`config.mk`:
```
export PLATFORM = sky130hd
export DESIGN_NAME = bcd_xs3_serial_converter
export DESIGN_NICKNAME = d
export VERILOG_FILES = /design/src/rtl/bcd_xs3_serial_converter.sv
export SDC_FILE = /design/constraint.sdc
export NUM_CORES = 1
export LEC_CHECK = 0
export BUFFER_PORTS_ARGS = -buffer_cell sky130_fd_sc_hd__buf_2
export CORE_MARGIN = 10
export CORE_UTILIZATION = 35
export DETAILED_ROUTE_END_ITERATION = 6
export HOLD_SLACK_MARGIN = 0.03
export PLACE_DENSITY_LB_ADDON = 0.05
export SYNTH_ARGS = -nofsm -noshare
export SYNTH_HDL_FRONTEND = slang
export SYNTH_SLANG_ARGS = --single-unit
```
`constraint.sdc`:
```
create_clock -name clk -period 5.9 [get_ports clk]
set_input_delay 1.18 -clock clk [delete_from_list [all_inputs] [get_ports clk]]
set_output_delay 1.18 -clock clk [all_outputs]
set_load 0.005 [all_outputs]
```
`src/rtl/bcd_xs3_serial_converter.sv`:
```
// bcd_xs3_serial_converter: sequences a packed word between BCD and Excess-3, one digit per clock, LSD first
// Ports: clk, rst (async, active-high); start/mode/din request (sampled in IDLE, mode 0 = BCD->XS3, 1 = XS3->BCD);
//        busy while converting, done one-cycle completion pulse, dout result word, err illegal-digit flag of last word
module bcd_xs3_serial_converter #(
    parameter int DIGITS = 4
) (
    input  logic                clk,
    input  logic                rst,
    input  logic                start,
    input  logic                mode,
    input  logic [4*DIGITS-1:0] din,
    output logic                busy,
    output logic                done,
    output logic [4*DIGITS-1:0] dout,
    output logic                err
);
    localparam int IW = DIGITS > 1 ? $clog2(DIGITS) : 1;
    typedef enum logic [1:0] {IDLE, CONVERT, DONE} state_t;
    state_t            state;
    logic [IW-1:0]     idx;
    logic [4*DIGITS-1:0] word, res, res_next;
    logic              mode_q, err_q, bad, last;
    logic [3:0]        nib, conv;
    always_comb begin
        nib = word[idx*4 +: 4];
        conv = mode_q ? nib - 4'd3 : nib + 4'd3;
        bad = mode_q ? (nib < 4'd3 || nib > 4'd12) : (nib > 4'd9);
        last = idx == IW'(DIGITS - 1);
        res_next = res;
        res_next[idx*4 +: 4] = conv;
    end
    always_ff @(posedge clk or posedge rst) begin
        if (rst) begin
            state  <= IDLE;
            idx    <= '0;
            word   <= '0;
            res    <= '0;
            mode_q <= 1'b0;
            err_q  <= 1'b0;
            busy   <= 1'b0;
            done   <= 1'b0;
            dout   <= '0;
            err    <= 1'b0;
        end else begin
            case (state)
                IDLE: if (start) begin
                    word   <= din;
                    mode_q <= mode;
                    err_q  <= 1'b0;
                    idx    <= '0;
                    busy   <= 1'b1;
                    state  <= CONVERT;
                end
                CONVERT: begin
                    res   <= res_next;
                    err_q <= err_q | bad;
                    idx   <= idx + 1'b1;
                    if (last) begin
                        dout  <= res_next;
                        err   <= err_q | bad;
                        busy  <= 1'b0;
                        done  <= 1'b1;
                        state <= DONE;
                    end
                end
                DONE: begin
                    done  <= 1'b0;
                    state <= IDLE;
                end
                default: state <= IDLE;
            endcase
        end
    end
endmodule
```
==> metrics.csv <==
stage,metric,value,unit
global_routing,initial antenna violation count,0,
die,height of the die,110,um
final_layout,nets@finish,359,
synthesis,synthesized flop and latch total,57,
global_routing,largest net degree at the start of global routing,58,
synthesis,"Seq/Total Area, Yosys",0.506,
placement,# port buffers,38,
synthesis,Syn Area/Cell,9.69,um2
die,# rows,32,
final_layout,"commonest non-fill, non-tap cell in the layout",nand2_1,
final_layout,n_diodes,0,
job,number of max-cap violations,0,
setup_path,kind of critical path,reg2reg,
global_routing,first-pass GRT wire length,12.2,mm
timing,Rel. slew slack,0.460,
cts,Root Driver,clkbuf_8,
cts,Sink Count,57,
final_layout,Area Growth Syn to Fin,18.3,%
pwr,overall power,2.09,mW
routing,Vias,2187,
die,die area,12000,um2
cts,hold_buf cts,0,
setup_path,crit path capture type,register,
routing,Via-to-Cell Ratio,5.00,
final_layout,Fillers,805,
routing,drt pass-1 iters,4,
final_layout,share of cells above drive strength 1,0.221,
cts,# resized after CTS,0,
synthesis,post-synthesis mux area share,0.0355,
routing,# DRC,0,
synthesis,Netlist cell types,44,
placement,"Cell Area, Placed",3090,um2
setup_path,Crit path largest cell delay,0.76,ns
pwr,pwr dens,626,nW/um2
cts,"CTS clk-pin slew, worst paths",0.07,ns
timing,fmax,352,MHz
synthesis,Post-Synthesis Cells,291,
synthesis,complex-gate fraction of the synthesized area,0.145,
synthesis,largest family of logic cells by synthesized area,simple AND/OR/NAND/NOR gates,
placement,post-DP HPWL,5.12,mm
pwr,VDD IR max,0.000220,V
timing,min Tclk post-route,2.84,ns
global_routing,vias in the first global route,2303,
routing,DRT Wirelength,7.23,mm
setup_path,crit path max fanout,16,
synthesis,Mapped Nets,320,
timing,unrepaired setup endpoints after global routing,no,
routing,first-iteration detailed-routing DRC count,61,
pwr,Leak Pwr,1.56,nW
cts,CTS tree,built,
hold_path,worst hold path class,reg2reg,
synthesis,Synth Warn #,0,
routing,Routed Antenna Nets,0,
synthesis,"area leader, netlist",dfrtp_1,
timing,endpoints failing setup,0,
setup_path,Setup crit start kind,register,
final_layout,most frequent cells in the layout,"nand2_1, dfrtp_1, buf_2",
synthesis,ranking of synthesized cells by area,"dfrtp_1, nand2_1, ha_1, mux4_2, nor2_1",
setup_path,CP max-delay cell,mux4_2,
timing,hold violation count in the final report,0,
cts,CTS Buffer Depth,2,
global_routing,remaining global-route overflow,0,
final_layout,design area,3340,um2
setup_path,CP cell instances,mux4_2 > ha_1 > mux2i_1 > xor2_2 > a221oi_1 > nor2_1,
timing,TNS Setup,0,ns
die,Starting Density,0.363,
setup_path,CP arrival,3.11,ns
timing,Final Skew,0.0132,ns
timing,Final Max Tran Viols,0,
global_routing,M2 GR Usage,0.204,
timing,period utilisation layout,0.482,
global_routing,grt peak-use layer,met2,
cts,worst skew pair latency,0.34,ns
cts,Post-CTS Repair Setup Buffers,0,
global_routing,met3 usage,0.0363,
synthesis,xor and xnor fraction of the mapped netlist area,0.0120,
placement,Final Wtd Congestion,0.814,
synthesis,synthesized area,2820,um2
status,status,completed,
synthesis,top-area cell type share of the netlist area,0.506,
setup_path,WP data required,6.16,ns
die,core area,7770,um2
timing,slew of the pin with the lowest slew margin,0.799,ns
synthesis,Post-Synth Adder-Cell Area,0.0399,
die,number of I/O pins,39,
die,chip width,110,um
routing,Avg WL per Cell,16.5,um
global_routing,total track usage,0.131,
global_routing,M1 GR Usage,0.162,
cts,htree depth,3,
synthesis,Synth Area in Simple Gates,0.224,
cts,number of buffers created by CTS,9,
[through the flow]
stage	util	hold slack, ns	setup WS (ns)	cells
floorplan	-	0.440	3.32	291
global placement	0.398	0.456	3.14	421
detailed placement	0.398	0.464	3.08	421
CTS	0.430	0.479	3.05	437
global route	0.430	0.508	2.79	437
finish	0.430	0.473	3.06	437
[kinds of logic (layout without fill, tap and decap cells)]
kind of cell / after synthesis / in the layout
xor gates and xnor gates: 3 / 3
buffers and inverters: 24 / 68
AOI/OAI and AO/OA: 56 / 56
muxes: 5 / 5
adders and majority gates: 9 / 9
DFF: 57 / 57
and+or+nand+nor: 137 / 137
[sequential cells by signal, indices dropped and copies added (netlist names)]
name,count
mode_q,1
dout,16
word,16
res,16
idx,2
err,1
busy,1
state,2
done,1
err_q,1
[worst paths after layout]
path	start	to	slack [ns]	depth (start not counted)
worst min register to register	word[9]	word[9]	0.47	2
min in group asynchronous	rst	dout[14]	1.03	3
max in group asynchronous	rst	word[3]	4.37	3
worst min-delay path	word[9]	word[9]	0.47	2
worst max register to register	idx[0]	dout[2]	3.06	6
worst max-delay path	idx[0]	dout[2]	3.06	6
[power by group]
| part | switching (mW) | leakage, nW | internal (mW) |
|---|---|---|---|
| Clock | 0.158 | 0.120 | 0.291 |
| Sequential | 0.118 | 0.723 | 0.555 |
| Combinational | 0.619 | 0.713 | 0.346 |
| Total | 0.895 | 1.56 | 1.19 |
[Yosys cell counts, drive strengths merged]
cell / instances
nor2: 24
mux4: 4
nor4b: 1
a21bo: 1
nand2b: 1
nand4b: 1
a21oi: 6
nand2: 81
nand3: 5
clkbuf: 9
mux2i: 1
inv: 11
nor3b: 4
nor3: 8
a211oi: 1
nand3b: 1
xnor2: 1
or4bb: 3
o21bai: 1
nand4: 4
a211o: 1
a21boi: 1
dfrtp: 57
nor2b: 1
o211a: 1
xor2: 2
buf: 4
a32o: 3
o31ai: 5
nor4: 2
a22o: 1
and2: 1
o21ai: 21
o211ai: 1
ha: 9
a221oi: 8
a22oi: 5
[area by class of cell]
type / count / area [um2] / share of cell area
Multi-Input combinational cell: 210 / 1280 / 0.385
Timing Repair Buffer: 41 / 213 / 0.0637
Inverter: 11 / 41.3 / 0.0124
Tap cell: 102 / 128 / 0.0382
Clock inverter: 5 / 103 / 0.0307
Sequential cell: 57 / 1430 / 0.427
Clock buffer: 11 / 141 / 0.0424
[metal layers]
metal  vias to the layer above  share of wire
li1                       1084              -
met1                      1028           0.45
met2                        59           0.47
met3                        16          0.054
met4                         0          0.033
met5                         -              0
[critical path, delay by kind of cell (launching register included)]
| family | cells | cell delay [ns] |
|---|---|---|
| simple gates | 1 | 0.12 |
| mux | 2 | 1.02 |
| compound gates | 1 | 0.16 |
| fa+ha+maj | 1 | 0.30 |
| xor+xnor | 1 | 0.42 |
| flops | 1 | 0.75 |
Note: power is estimated with default switching activity, not from simulation.
